[src/rtl/decode_queue_pkg.sv]
// Shared op_type codes, opcode constants and packed types for the decode queue.
package decode_queue_pkg;

    localparam int ROB_ID_BITS = 4;
    localparam int REG_ID_BITS = 5;

    typedef enum logic [5:0] {
        OP_LUI   = 6'd0,  OP_AUIPC = 6'd1,  OP_JAL   = 6'd2,  OP_JALR  = 6'd3,
        OP_BEQ   = 6'd4,  OP_BNE   = 6'd5,  OP_BLT   = 6'd6,  OP_BGE   = 6'd7,
        OP_BLTU  = 6'd8,  OP_BGEU  = 6'd9,  OP_LB    = 6'd10, OP_LH    = 6'd11,
        OP_LW    = 6'd12, OP_LBU   = 6'd13, OP_LHU   = 6'd14, OP_SB    = 6'd15,
        OP_SH    = 6'd16, OP_SW    = 6'd17, OP_ADDI  = 6'd18, OP_SLTI  = 6'd19,
        OP_SLTIU = 6'd20, OP_XORI  = 6'd21, OP_ORI   = 6'd22, OP_ANDI  = 6'd23,
        OP_SLLI  = 6'd24, OP_SRLI  = 6'd25, OP_SRAI  = 6'd26, OP_ADD   = 6'd27,
        OP_SUB   = 6'd28, OP_SLL   = 6'd29, OP_SLT   = 6'd30, OP_SLTU  = 6'd31,
        OP_XOR   = 6'd32, OP_SRL   = 6'd33, OP_SRA   = 6'd34, OP_OR    = 6'd35,
        OP_AND   = 6'd36, OP_FENCE = 6'd37, OP_EXIT  = 6'd38, OP_ILLEGAL = 6'd39
    } op_t;

    localparam logic [6:0] OPC_LUI    = 7'b0110111;
    localparam logic [6:0] OPC_AUIPC  = 7'b0010111;
    localparam logic [6:0] OPC_JAL    = 7'b1101111;
    localparam logic [6:0] OPC_JALR   = 7'b1100111;
    localparam logic [6:0] OPC_BRANCH = 7'b1100011;
    localparam logic [6:0] OPC_LOAD   = 7'b0000011;
    localparam logic [6:0] OPC_STORE  = 7'b0100011;
    localparam logic [6:0] OPC_OPIMM  = 7'b0010011;
    localparam logic [6:0] OPC_OP     = 7'b0110011;
    localparam logic [6:0] OPC_FENCE  = 7'b0001111;
    localparam logic [6:0] OPC_SYSTEM = 7'b1110011;

    typedef struct packed {
        logic [31:0] pc;
        logic [31:0] inst;
        logic        predict;
    } iq_entry_t;

    // rs1/rs2/rd are already zero when the instruction does not use them
    typedef struct packed {
        op_t         op;
        logic [31:0] imm;
        logic [4:0]  rs1;
        logic [4:0]  rs2;
        logic [4:0]  rd;
        logic        to_lsb;
    } dec_t;

endpackage

[src/rtl/decode_queue_inst_decode.sv]
// Combinational RV32I decoder: {inst,pc} -> op_type, immediate, used register ids, target unit.
// Zero latency; no flow control.
module decode_queue_inst_decode
    import decode_queue_pkg::*;
(
    input  logic [31:0] inst,
    input  logic [31:0] pc,
    output dec_t        dec
);
    logic [6:0]  opcode;
    logic [2:0]  funct3;
    logic [6:0]  funct7;
    logic [31:0] imm_i, imm_s, imm_b, imm_u, imm_j, shamt;
    op_t         op;
    logic [31:0] imm;
    logic        use_rs1, use_rs2, use_rd;

    assign opcode = inst[6:0];
    assign funct3 = inst[14:12];
    assign funct7 = inst[31:25];
    assign imm_i  = {{20{inst[31]}}, inst[31:20]};
    assign imm_s  = {{20{inst[31]}}, inst[31:25], inst[11:7]};
    assign imm_b  = {{19{inst[31]}}, inst[31], inst[7], inst[30:25], inst[11:8], 1'b0};
    assign imm_u  = {inst[31:12], 12'b0};
    assign imm_j  = {{11{inst[31]}}, inst[31], inst[19:12], inst[20], inst[30:21], 1'b0};
    assign shamt  = {27'b0, inst[24:20]};

    always_comb begin
        op      = OP_ILLEGAL;
        imm     = '0;
        use_rs1 = 1'b0;
        use_rs2 = 1'b0;
        use_rd  = 1'b0;
        case (opcode)
            OPC_LUI:   begin op = OP_LUI;   imm = imm_u;      use_rd = 1'b1; end
            OPC_AUIPC: begin op = OP_AUIPC; imm = pc + imm_u; use_rd = 1'b1; end
            OPC_JAL:   begin op = OP_JAL;   imm = imm_j;      use_rd = 1'b1; end
            OPC_JALR: if (funct3 == 3'b000) begin
                op = OP_JALR; imm = imm_i; use_rs1 = 1'b1; use_rd = 1'b1;
            end
            OPC_BRANCH: begin
                imm = imm_b; use_rs1 = 1'b1; use_rs2 = 1'b1;
                case (funct3)
                    3'b000:  op = OP_BEQ;
                    3'b001:  op = OP_BNE;
                    3'b100:  op = OP_BLT;
                    3'b101:  op = OP_BGE;
                    3'b110:  op = OP_BLTU;
                    3'b111:  op = OP_BGEU;
                    default: op = OP_ILLEGAL;
                endcase
            end
            OPC_LOAD: begin
                imm = imm_i; use_rs1 = 1'b1; use_rd = 1'b1;
                case (funct3)
                    3'b000:  op = OP_LB;
                    3'b001:  op = OP_LH;
                    3'b010:  op = OP_LW;
                    3'b100:  op = OP_LBU;
                    3'b101:  op = OP_LHU;
                    default: op = OP_ILLEGAL;
                endcase
            end
            OPC_STORE: begin
                imm = imm_s; use_rs1 = 1'b1; use_rs2 = 1'b1;
                case (funct3)
                    3'b000:  op = OP_SB;
                    3'b001:  op = OP_SH;
                    3'b010:  op = OP_SW;
                    default: op = OP_ILLEGAL;
                endcase
            end
            OPC_OPIMM: begin
                imm = imm_i; use_rs1 = 1'b1; use_rd = 1'b1;
                case (funct3)
                    3'b000: op = OP_ADDI;
                    3'b010: op = OP_SLTI;
                    3'b011: op = OP_SLTIU;
                    3'b100: op = OP_XORI;
                    3'b110: op = OP_ORI;
                    3'b111: op = OP_ANDI;
                    3'b001: begin
                        imm = shamt;
                        op  = (funct7 == 7'h00) ? OP_SLLI : OP_ILLEGAL;
                    end
                    default: begin
                        imm = shamt;
                        if (funct7 == 7'h00)      op = OP_SRLI;
                        else if (funct7 == 7'h20) op = OP_SRAI;
                    end
                endcase
            end
            OPC_OP: begin
                use_rs1 = 1'b1; use_rs2 = 1'b1; use_rd = 1'b1;
                case ({funct7, funct3})
                    {7'h00, 3'b000}: op = OP_ADD;
                    {7'h20, 3'b000}: op = OP_SUB;
                    {7'h00, 3'b001}: op = OP_SLL;
                    {7'h00, 3'b010}: op = OP_SLT;
                    {7'h00, 3'b011}: op = OP_SLTU;
                    {7'h00, 3'b100}: op = OP_XOR;
                    {7'h00, 3'b101}: op = OP_SRL;
                    {7'h20, 3'b101}: op = OP_SRA;
                    {7'h00, 3'b110}: op = OP_OR;
                    {7'h00, 3'b111}: op = OP_AND;
                    default:         op = OP_ILLEGAL;
                endcase
            end
            OPC_FENCE:  op = OP_FENCE;
            OPC_SYSTEM: op = OP_EXIT;
            default:    op = OP_ILLEGAL;
        endcase
        // An illegal word carries no operands and renames nothing
        if (op == OP_ILLEGAL) begin
            imm = '0; use_rs1 = 1'b0; use_rs2 = 1'b0; use_rd = 1'b0;
        end
    end

    always_comb begin
        dec        = '0;
        dec.op     = op;
        dec.imm    = imm;
        dec.rs1    = use_rs1 ? inst[19:15] : 5'd0;
        dec.rs2    = use_rs2 ? inst[24:20] : 5'd0;
        dec.rd     = use_rd  ? inst[11:7]  : 5'd0;
        dec.to_lsb = (op >= OP_LB) && (op <= OP_SW);
    end

endmodule

[src/rtl/decode_queue.sv]
// Fetch queue feeding decode/rename/dispatch; entry dispatchable one cycle after push, packet registered.
// Stalls head on rob_full or target-unit full; if_ready drops at IQ_DEPTH entries, rdy_in=0 freezes all state.
module decode_queue
    import decode_queue_pkg::*;
#(
    parameter int IQ_DEPTH = 8,
    parameter int ROB_ID_W = ROB_ID_BITS,
    parameter int REG_ID_W = REG_ID_BITS
) (
    input  logic                clk_in,
    input  logic                rst_n_in,
    input  logic                rdy_in,
    input  logic                flush_in,
    input  logic                if_valid,
    input  logic [31:0]         if_pc,
    input  logic [31:0]         if_inst,
    input  logic                if_predict,
    output logic                if_ready,
    input  logic                rs1_busy,
    input  logic                rs2_busy,
    input  logic [31:0]         rs1_value,
    input  logic [31:0]         rs2_value,
    input  logic [ROB_ID_W-1:0] rs1_re,
    input  logic [ROB_ID_W-1:0] rs2_re,
    input  logic                rob_rs1_ready,
    input  logic                rob_rs2_ready,
    input  logic [31:0]         rob_rs1_value,
    input  logic [31:0]         rob_rs2_value,
    input  logic                rob_full,
    input  logic [ROB_ID_W-1:0] rob_free_id,
    input  logic                rs_full,
    input  logic                lsb_full,
    input  logic                cdb_valid,
    input  logic [ROB_ID_W-1:0] cdb_rob_id,
    input  logic [31:0]         cdb_value,
    output logic [REG_ID_W-1:0] rs1_id,
    output logic [REG_ID_W-1:0] rs2_id,
    output logic                reorder_en,
    output logic [REG_ID_W-1:0] reorder_reg,
    output logic [ROB_ID_W-1:0] reorder_id,
    output logic                d_to_rob,
    output logic                d_to_rs,
    output logic                d_to_lsb,
    output logic [5:0]          d_op_type,
    output logic [31:0]         d_imm,
    output logic [31:0]         d_pc,
    output logic                d_predict,
    output logic [REG_ID_W-1:0] d_dest,
    output logic [ROB_ID_W-1:0] d_rob_id,
    output logic                d_j,
    output logic                d_k,
    output logic [31:0]         d_vj,
    output logic [31:0]         d_vk,
    output logic [ROB_ID_W-1:0] d_qj,
    output logic [ROB_ID_W-1:0] d_qk
);
    localparam int               PTR_W     = $clog2(IQ_DEPTH);
    localparam logic [PTR_W:0]   DEPTH_CNT = (PTR_W+1)'(IQ_DEPTH);

    typedef struct packed {
        logic                rdy;
        logic [31:0]         val;
        logic [ROB_ID_W-1:0] tag;
    } opnd_t;

    iq_entry_t          mem [IQ_DEPTH];
    logic [PTR_W-1:0]   head, tail;
    logic [PTR_W:0]     count;
    iq_entry_t          head_e;
    dec_t               dec;
    logic               push, pop, unit_full;
    opnd_t              op1, op2;

    // x0 and unused sources resolve to ready zero regardless of regfile state
    function automatic opnd_t resolve(
        input logic [4:0]          rs,
        input logic                busy,
        input logic [31:0]         rf_val,
        input logic [ROB_ID_W-1:0] re,
        input logic                rob_rdy,
        input logic [31:0]         rob_val,
        input logic                cv,
        input logic [ROB_ID_W-1:0] cid,
        input logic [31:0]         cval
    );
        opnd_t o;
        o = '{rdy: 1'b1, val: 32'd0, tag: '0};
        if (rs != 5'd0) begin
            if (!busy)                  o.val = rf_val;
            else if (rob_rdy)           o.val = rob_val;
            else if (cv && cid == re)   o.val = cval;
            else begin
                o.rdy = 1'b0;
                o.tag = re;
            end
        end
        return o;
    endfunction

    assign head_e = mem[head];

    decode_queue_inst_decode u_dec (
        .inst (head_e.inst),
        .pc   (head_e.pc),
        .dec  (dec)
    );

    assign if_ready  = (count < DEPTH_CNT);
    assign unit_full = dec.to_lsb ? lsb_full : rs_full;
    assign push      = rdy_in && !flush_in && if_valid && if_ready;
    assign pop       = rdy_in && !flush_in && (count != '0) && !rob_full && !unit_full;

    assign rs1_id      = REG_ID_W'(dec.rs1);
    assign rs2_id      = REG_ID_W'(dec.rs2);
    assign reorder_en  = pop && (dec.rd != 5'd0);
    assign reorder_reg = REG_ID_W'(dec.rd);
    assign reorder_id  = rob_free_id;

    assign op1 = resolve(dec.rs1, rs1_busy, rs1_value, rs1_re, rob_rs1_ready, rob_rs1_value,
                         cdb_valid, cdb_rob_id, cdb_value);
    assign op2 = resolve(dec.rs2, rs2_busy, rs2_value, rs2_re, rob_rs2_ready, rob_rs2_value,
                         cdb_valid, cdb_rob_id, cdb_value);

    always_ff @(posedge clk_in) begin
        if (push) mem[tail] <= '{pc: if_pc, inst: if_inst, predict: if_predict};
    end

    always_ff @(posedge clk_in or negedge rst_n_in) begin
        if (!rst_n_in) begin
            head  <= '0;
            tail  <= '0;
            count <= '0;
        end else if (rdy_in) begin
            if (flush_in) begin
                head  <= '0;
                tail  <= '0;
                count <= '0;
            end else begin
                if (push) tail <= tail + 1'b1;
                if (pop)  head <= head + 1'b1;
                case ({push, pop})
                    2'b10:   count <= count + 1'b1;
                    2'b01:   count <= count - 1'b1;
                    default: count <= count;
                endcase
            end
        end
    end

    always_ff @(posedge clk_in or negedge rst_n_in) begin
        if (!rst_n_in) begin
            d_to_rob  <= 1'b0;
            d_to_rs   <= 1'b0;
            d_to_lsb  <= 1'b0;
            d_op_type <= '0;
            d_imm     <= '0;
            d_pc      <= '0;
            d_predict <= 1'b0;
            d_dest    <= '0;
            d_rob_id  <= '0;
            d_j       <= 1'b0;
            d_k       <= 1'b0;
            d_vj      <= '0;
            d_vk      <= '0;
            d_qj      <= '0;
            d_qk      <= '0;
        end else begin
            d_to_rob <= pop;
            d_to_rs  <= pop && !dec.to_lsb;
            d_to_lsb <= pop && dec.to_lsb;
            if (pop) begin
                d_op_type <= dec.op;
                d_imm     <= dec.imm;
                d_pc      <= head_e.pc;
                d_predict <= head_e.predict;
                d_dest    <= REG_ID_W'(dec.rd);
                d_rob_id  <= rob_free_id;
                d_j       <= op1.rdy;
                d_k       <= op2.rdy;
                d_vj      <= op1.val;
                d_vk      <= op2.val;
                d_qj      <= op1.tag;
                d_qk      <= op2.tag;
            end
        end
    end

endmodule

[config.mk]
export PLATFORM = sky130hd
export DESIGN_NAME = decode_queue
export DESIGN_NICKNAME = d
export VERILOG_FILES = /design/src/rtl/decode_queue_pkg.sv /design/src/rtl/decode_queue_inst_decode.sv /design/src/rtl/decode_queue.sv
export SDC_FILE = /design/constraint.sdc
export NUM_CORES = 1
export LEC_CHECK = 0
export BUFFER_PORTS_ARGS = -buffer_cell sky130_fd_sc_hd__buf_2
export CORE_UTILIZATION = 45
export DETAILED_ROUTE_END_ITERATION = 8
export PLACE_DENSITY = 0.65
export SYNTH_ARGS = -nofsm -noshare
export SYNTH_HDL_FRONTEND = slang
export SYNTH_SLANG_ARGS = --single-unit
export TNS_END_PERCENT = 5
[constraint.sdc]
create_clock -name clk_in -period 9.8 [get_ports clk_in]
set_clock_uncertainty 0.15 [all_clocks]
set_input_delay 0.98 -clock clk_in [delete_from_list [all_inputs] [get_ports clk_in]]
set_output_delay 0.98 -clock clk_in [all_outputs]
set_load 0.005 [all_outputs]
**After elaboration in Yosys (flattened, before gate mapping)**

Memories as Yosys holds them, arrays and structs flattened.
Cells that the tools add are included.

- Bits in registers: 167
- RAM bits: 520
- Input port bits: 254
- Memories: 1

- Add/subtract/negate cells: 5
- Magnitude comparators: 3
- Eq/ne operators: 33
- Muxes and demuxes: 53
- Reduce and logical (&&, ||, !) cells: 33

Memories:

| memory | depth | width | read ports | clocked after Yosys merged registers in | wr ports | RTL line | source |
|---|---|---|---|---|---|---|---|
| mem | 8 | 65 | 1 | 0 | 1 | decode_queue.sv:66 | `iq_entry_t mem [IQ_DEPTH];` |

Operator list:

| cell | number |
|---|---|
| 32-bit two-way mux | 9 |
| 32-bit case mux with 8 select lines | 1 |
| 37-bit two-way mux | 2 |
| 6-bit case mux with 11 select lines | 1 |
| 6-bit case mux with 10 select lines | 1 |
| 6-bit case mux with 7 select lines | 1 |
| 10-bit by 3-bit equality test with 1-bit output (second input constant) | 4 |
| 6-bit case mux with 6 select lines | 1 |
| 32-bit adder | 1 |
| 6-bit case mux with 5 select lines | 1 |
| 7-bit by 6-bit equality test with 1-bit output (second input constant) | 4 |
| 7-bit equality test (second input constant) | 4 |
| 4-bit two-way mux | 7 |
| 6-bit two-way mux | 4 |
| 10-bit by 2-bit equality test with 1-bit output (second input constant) | 2 |
| 10-bit by 9-bit equality test with 1-bit output (second input constant) | 2 |
| 6-bit case mux with 3 select lines | 1 |
| 5-bit two-way mux | 3 |
| 5-bit nonzero test | 3 |
| 7-bit by 5-bit equality test with 1-bit output (second input constant) | 2 |
| 1-bit two-way mux | 14 |
| 3-bit equality test (second input constant) | 4 |
| 1-bit logical AND | 12 |
| 3-bit two-way mux | 4 |
| other kinds (28) | 39 |

**Logic depth before layout (Yosys ltp)**

Gate-level depths: netlist (run 1).
An unclocked memory read counts as a cell.

- Depth in word-level cells: 14
- Depth in mapped cells: 26
- Mapped depth without buffers: 18

**Cells and area by module**

A second synthesis (run 1) with hierarchy kept.

- Cell total of the unflattened synthesis: 2138
- Area, all modules: 30155.2 um^2

By module, submodules not included:

| module | instances | cells each | area an instance (um^2) |
|---|---|---|---|
| decode_queue | 1 | 1730 | 27393.8 |
| decode_queue_inst_decode | 1 | 408 | 2761.4 |

**Worst setup path after synthesis (run 1)**

No wires, ideal clock.

- Path type: in2reg
- Start: input port if_valid
- End: memory mem[0][0] (netlist name) (enable)
- Library setup time: 648 ps
- Arrival: 7832 ps
- Setup slack: 1170 ps
- Stages on the path: 4
- Path buffers: 0
- Cell sequence: nor2b_1 > nand2_1 > or2_2 > nor4_1

- Word-level cells in the longest chain between the ends: 4

Ends and longest elaborated chain:

| element | RTL line | source |
|---|---|---|
| start, declared | decode_queue.sv:14 | `input logic if_valid,` |
| 1-bit logical AND (2 in series) | decode_queue.sv:110 | `assign push = rdy_in && !flush_in && if_valid && if_ready;` |
| 1-bit two-way mux | decode_queue.sv:125 | `if (push) mem[tail] <= '{pc: if_pc, inst: if_inst, predict: if_predict};` |
| 1-bit two-way mux (implied by the code) | decode_queue.sv:125 |  |
| end, declared | decode_queue.sv:66 |  |

Every way passes these cells.

**Final worst setup path (run 1)**

- Start: register head[2]
- End: output port reorder_en

- Word-level cells in the longest chain between the ends: 12
- Elaborated cells on any way between the ends: 56
- Those cells by class: order compare: 2; eq/ne: 29; mux: 15; reduce/logical: 9; memory: 1

Ends and longest elaborated chain:

| element | RTL line | source |
|---|---|---|
| start, declared | decode_queue.sv:67 | `logic [PTR_W-1:0] head, tail;` |
| start signal, assigned | decode_queue.sv:140 | `if (pop) head <= head + 1'b1;` |
| memory 8 x 65 bit * | n/a |  |
| 7-bit by 6-bit equality test with 1-bit output | decode_queue_inst_decode.sv:89 | `else if (funct7 == 7'h20) op = OP_SRAI;` |
| 6-bit two-way mux | decode_queue_inst_decode.sv:89 |  |
| 6-bit two-way mux | decode_queue_inst_decode.sv:88 | `if (funct7 == 7'h00) op = OP_SRLI;` |
| 6-bit case mux with 7 select lines | decode_queue_inst_decode.sv:75 | `case (funct3)` |
| 6-bit case mux with 11 select lines | decode_queue_inst_decode.sv:34 | `case (opcode)` |
| 6-bit by 4-bit greater-or-equal comparator with 1-bit output / 6-bit by 5-bit less-or-equal comparator with 1-bit output (equally long branches) | decode_queue_inst_decode.sv:126 | `dec.to_lsb = (op >= OP_LB) && (op <= OP_SW);` |
| 1-bit logical AND | decode_queue_inst_decode.sv:126 |  |
| 1-bit two-way mux | decode_queue.sv:109 | `assign unit_full = dec.to_lsb ? lsb_full : rs_full;` |
| 1-bit zero test | decode_queue.sv:111 | `assign pop = rdy_in && !flush_in && (count != '0) && !rob_full && !unit_full;` |
| 1-bit logical AND | decode_queue.sv:111 |  |
| 1-bit logical AND * | decode_queue.sv:115 | `assign reorder_en = pop && (dec.rd != 5'd0);` |
| end, declared | decode_queue.sv:38 | `output logic reorder_en,` |

Mark *: on every way between the ends. The rest lies on a longest branch, timed or not.

==> impl_metrics.yaml, run 1 <==
global_route:
  grt.total_usage: 0.289
  grt_pass1_vias: 21500
  grt.overflow.total: 0
  antenna_found_initial: 15
  grt_start_max_net_pins: 98
  grt_pass1_wl_mm: 146
worst_setup_path:
  critPathMaxStageDelay_ps: 730
  cp-start-kind: "flop"
  r2r_slack_ps: 2890
  path_delay_family: "simple AND/OR/NAND/NOR gates"
  worstSetupEndpointType: "output port"
  r2r-end: "d_pc[26]"
  path_depth: 15
  path_class: "flop to output port"
  critPathMaxFanout: 60
  crit_chain: "buf_4, mux2i_1, a22o_1, a221o_1, inv_2, nor3_2, o22ai_1, o21ai_0, nand4bb_1, or4b_1, a211o_1, clkinv_2, nor2_4, nor3_1, buf_2"
  cp-endpoint: "reorder_en"
  rr_startpoint: "head[2]"
  worstSetupStartpoint: "head[2]"
  required_ps: 8670
  rr_worst_depth: 17
  slowest_stage: "dfrtp_4"
  crit_buf_inv: 4
  cp.arrival_ps: 5940
floorplan:
  rows: 95
  start_util: 0.455
  coreArea_um2: 67200
  die_w_um: 263
  num_io_pins: 432
  fp.dieArea_um2: 68900
  die_h_um: 263
logic_synthesis:
  yosys.area_share.adder: 0.0107
  synth_compound_area_frac: 0.0986
  synth-seq-area-share: 0.648
  yosys_warnings: 0
  synthXorXnorAreaFrac: 0.00885
  yosys.area_share.simple: 0.0919
  synth_area_um2: 30500
  synth-edff-count: 520
  synth_seq_cells: 687
  synth_top_family_by_area: "multiplexers"
  syn_avg_cell_area_um2: 13.8
  synthMuxAreaShare: 0.115
  ys.flop_type: "edfxtp_1"
  syn-num-nets: 2487
  syn-instance-count: 2208
  async_flop_share: 0.243
  synth_cell_types: 88
power:
  swShare: 0.276
  intPower_mw: 5.56
  p_switching_mw: 2.12
  p_clk_frac: 0.380
  ir_drop_mv: 0.176
  power_density_nw_per_um2: 213
  seq_power_share: 0.447
  p_comb_frac: 0.173
  leakagePower_nw: 13.6
  p_total_mw: 7.67
detailed_routing:
  drtPass1Iterations: 9
  dr.first_iter.drc_count: 1909
  drt_wl_total_mm: 100
  wl_per_cell_um: 28.2
  vias_per_cell: 5.95
  drc: 0
  ant_nets: 0
  vias: 21100
sta:
  rsz0062_at_grt: "false"
  fin_crit_ps: 7070
  fin_crit_sh: 0.721
  drv_slew: 0
  worst_pin_slew_ps: 984
  fmax_mhz: 142
  setup_viol: 0
  final.setup.tns_ps: 0
  final_hold_viol_count: 0
  slew_headroom: 0.341
clock_tree:
  cts_resized: 0
  cts_buffers: 75
  cts_tree: "yes"
  hold_buffers: 0
  clock_latency_ps: 640
  htree_levels: 3
  root_buffer: "clkbuf_16"
  clock_path_buffers: 3
  clock_sinks: 687
  cts_setup_buffers: 0
  path_clk_slew_ps: 60
placement:
  place_congestion: 1.00
  dp.final_hpwl_mm: 68.2
  io_buffers: 431
status:
  outcome: "complete, no violations"
finish:
  fin_nets: 2882
  final_core_util: 0.537
  drive_gt1_frac: 0.295
  fillCellCount: 5607
  area_growth_pct: 18.0
job:
  drv_cap: 0
hold_path:
  min_path_type: "input port to asynchronous set/reset pin"
==> kinds of logic after synthesis <==
logic type | after synthesis
AOI/OAI and AO/OA | 442
xor gates and xnor gates | 30
adders and majority gates | 25
buffers and inverters | 177
DFF | 687
muxes | 194
and+or+nand+nor | 653
==> worst min-delay path by stage <==
stage                    to  slack (ps)  depth (start not counted)
6_report        d_rob_id[3]         150                          1
3_5_place_dp       d_imm[5]         320                          2
3_3_place_gp       d_vj[29]         310                          2
4_1_cts            d_pc[28]         130                          1
5_1_grt            d_pc[23]         170                          1
2_1_floorplan  d_op_type[5]         320                          2
==> synth_stat cells (7+ instances only) <==
cell type  instances  area share
edfxtp_1         520        0.51
nand2_1          378       0.046
dfrtp_1          167        0.14
nor2_1           136       0.017
mux4_2           120       0.088
o21ai_0          102       0.017
a21oi_1           91       0.015
clkbuf_1          73      0.0090
mux2_2            47       0.017
a22o_1            41       0.012
o31ai_1           39      0.0096
o211ai_1          36      0.0088
buf_4             30      0.0074
nand3_1           28      0.0046
mux2i_1           26      0.0085
buf_2             23      0.0038
ha_1              23      0.0094
nor3_1            23      0.0038
a221oi_1          20      0.0057
buf_1             20      0.0025
inv_1             20      0.0025
o22ai_1           17      0.0035
xnor2_1           16      0.0046
xor2_1            13      0.0037
and2_1            12      0.0025
nor2b_1           12      0.0025
nand2b_1          11      0.0023
a22oi_1            9      0.0022
nand3b_1           8      0.0020
or3_1              8      0.0016
a31oi_1            7      0.0014
inv_2              7     0.00086
==> through the flow <==
step	setup WS (ps)	hold WS [ps]	cells	instance area, um^2
2_1_floorplan	1170	320	2208	30500
3_3_place_gp	2980	307	3399	33500
3_5_place_dp	2850	315	3399	33500
4_1_cts	2680	135	3535	36000
5_1_grt	2270	169	3538	36000
6_report	2730	146	3544	36100
==> power by group through the flow <==
stage / sequential [mW] / combinational [mW] / clock [mW]
after detailed placement: 3.49 / 1.32 / 0
after global placement: 3.48 / 1.30 / 0
after floorplan: 3.44 / 0.823 / 0
final: 3.43 / 1.33 / 2.91
after global routing: 3.45 / 1.43 / 3.07
after CTS: 3.43 / 1.33 / 2.96
==> sequential cells by signal, summed over array words and instances (netlist names), 4 cells and up <==
register	count
d_qk	4
d_qj	4
d_dest	5
d_imm	32
count	4
d_vk	32
d_pc	32
mem	520
d_rob_id	4
d_op_type	6
d_vj	32
==> placed cells by master, fill, tap and decap left out, types with 10 or more instances in the layout <==
| master | n |
|---|---|
| clkbuf_1 | 15 |
| nand3_1 | 28 |
| nand2b_1 | 11 |
| nand2_1 | 378 |
| mux4_2 | 120 |
| nor2_1 | 133 |
| o211ai_1 | 36 |
| ha_1 | 23 |
| and2_1 | 12 |
| inv_1 | 20 |
| xnor2_1 | 16 |
| mux2i_1 | 26 |
| buf_2 | 430 |
| mux2_2 | 47 |
| clkinv_1 | 10 |
| nor3_1 | 18 |
| o31ai_1 | 38 |
| o22ai_1 | 17 |
| clkinv_2 | 13 |
| a21oi_1 | 91 |
| o21ai_0 | 102 |
| a221oi_1 | 20 |
| clkbuf_16 | 75 |
| nor2b_1 | 12 |
| buf_4 | 34 |
| xor2_1 | 13 |
| a22o_1 | 41 |
| edfxtp_1 | 520 |
| dfrtp_1 | 164 |
==> worst reg2reg max path, delay by kind of cell, from the launching register on <==
family,cells,cell delay [ps]
buffers and inverters,6,2430
multiplexers,2,890
AO/OA/AOI/OAI,5,1390
flip-flops,1,730
AND/OR/NAND/NOR,4,1220
==> layout make-up <==
type                    count  area [um^2]  share of cell area
flip-flops and latches    687        19800               0.549
multi-input cells        1344        10000               0.278
repair buffers            467         2460              0.0683
clock buffers              94         1990              0.0551
well taps                 873         1090              0.0303
clock inverters            42          557              0.0154
inverters                  28          106             0.00295
diodes                      9         22.5            0.000625
==> layer usage <==
metal	GRT usage	up-vias	wire [um]
met5	0	-	58
met1	0.353	10700	38200
met3	0.0609	178	7280
met4	0.144	10	5000
li1	-	9239	-
met2	0.489	977	49400
(Power assumes the default switching activity.)
==> inputs of run 2 (changes only) <==
- PLACE_DENSITY: 0.65 -> 0.68
- clock period: 9.8 -> 6.4 ns (I/O delays scaled with it)
==> run 2 against run 1 <==
Utilization up 0.074 points. Highest routed layer unchanged. First-iteration DRC count up 9.7%. Sequential power up 52%. Global-route usage up 0.072 points. Flip-flop and latch count unchanged. Sequential share of layout area down 0.076 points.
==> impl_metrics.yaml, run 2 (synthesized netlist as in run 1, its figures left out) <==
clock_tree:
  htree_levels: 3
  root_buffer: "clkbuf_16"
  clock_latency_ps: 640
  path_clk_slew_ps: 60
  cts_buffers: 73
  clock_sinks: 687
  cts_tree: "yes"
  clock_path_buffers: 3
placement:
  dpl-instance-area_um2: 33700
  pre_cts_slack_ps: 552
  place_inst: 3420
  dp.final_hpwl_mm: 69.9
  io_buffers: 431
  place_congestion: 1.04
sta:
  fin_crit_ps: 6120
  rsz0062_at_grt: "false"
  worst_pin_slew_ps: 1240
  fmax_mhz: 164
  slew_headroom: 0.176
  fin_crit_sh: 0.956
  drv_slew: 0
  setup_viol: 0
  final.setup.tns_ps: 0
  fin_ws_ps: 284
  final_hold_viol_count: 0
  whs_ps: 106
worst_setup_path:
  cp-start-kind: "flop"
  worstSetupEndpointType: "output port"
  critPathMaxFanout: 108
  cp.arrival_ps: 5330
  path_class: "flop to output port"
  required_ps: 5610
  r2r_slack_ps: 600
status:
  outcome: "complete, no violations"
power:
  leakagePower_nw: 13.6
  p_total_mw: 11.4
  power_density_nw_per_um2: 316
  ir_drop_mv: 0.254
finish:
  area_growth_pct: 18.2
  final_common_cell: "edfxtp_1"
  fin_area_um2: 36100
  fin_nets: 2904
  final_cell_mix: "520 x edfxtp_1, 430 x buf_2, 378 x nand2_1, 164 x dfrtp_1, 133 x nor2_1"
  final_core_util: 0.538
  final_cells: 3572
  drive_gt1_frac: 0.300
  regMostFlops: "mem"
  largest_reg_flops: 520
floorplan:
  die_w_um: 263
  rows: 95
  num_io_pins: 432
  coreArea_um2: 67200
  die_h_um: 263
  fp.dieArea_um2: 68900
  start_util: 0.455
global_route:
  antenna_found_initial: 26
  grt_start_max_net_pins: 109
  grt.overflow.total: 0
  grt_pass1_vias: 21600
  grt_pass1_wl_mm: 146
  grt.total_usage: 0.290
detailed_routing:
  vias_per_cell: 5.99
  dr_wl_met3_mm: 8.98
  drt_wl_total_mm: 100
  dr.first_iter.drc_count: 2095
  drc: 0
  ant_nets: 0
  wl_per_cell_um: 28.1
  vias: 21400
  routed-wl-met2_mm: 49.1
  top_layer: "met5"
  drtPass1Iterations: 5
  drt-met1-wl_mm: 36.9
job:
  drv_cap: 0
hold_path:
  min_path_type: "input port to flop"
-- run 2: what timing repair did --
| action | 4_1_cts | 5_1_grt |
|---|---|---|
| hold endpoints to repair | 71 | 0 |
| hold buffers | 1 | 0 |
| gates resized for setup | 0 | 0 |
| setup buffers | 0 | 2 |
| setup endpoints to repair | 0 | 1 |
-- run 2: worst max-delay path: stages (launching register included) --
cell	delay, ps
dfrtp_4	700
mux4_2	560
o22a_1	200
nand2_1	290
inv_2	210
nor3_2	330
o22ai_1	120
o21ai_0	220
nand4bb_1	240
or4b_1	600
a211o_1	370
clkinv_2	110
nor2_4	60
buf_12	220
nor3_1	230
buf_2	180
-- run 2: final cells by class --
| class | instances | area (um^2) |
|---|---|---|
| Tap cell | 873 | 1090 |
| Clock buffer | 94 | 1990 |
| Timing Repair Buffer | 491 | 2700 |
| Sequential cell | 687 | 19800 |
| Antenna cell | 15 | 37.5 |
| Fill cell | 5616 | 31100 |
| Inverter | 28 | 106 |
| Multi-Input combinational cell | 1344 | 10000 |
| Clock inverter | 40 | 350 |
-- run 2: where the power goes --
group / total (mW) / internal (mW) / switching [mW]
logic: 2.05 / 0.855 / 1.20
clock network: 4.12 / 2.34 / 1.78
registers: 5.22 / 5.06 / 0.167
-- run 2: per-layer routing --
metal,global-route usage,vias to the layer above
met2,0.481,1146
met3,0.0655,206
met5,0,-
met4,0.160,10
li1,-,9295
met1,0.352,10700
-- run 2: final timing paths --
kind | cells after the start | start | end
worst min-delay path | 2 | rs2_re[1] | d_qk[1]
min in group asynchronous | 2 | rst_n_in | d_pc[24]
worst max-delay path | 15 | head[1] | reorder_en
max in group asynchronous | 3 | rst_n_in | d_op_type[1]
worst min register to register | 2 | d_imm[5] | d_imm[5]
worst max register to register | 18 | head[1] | count[3]
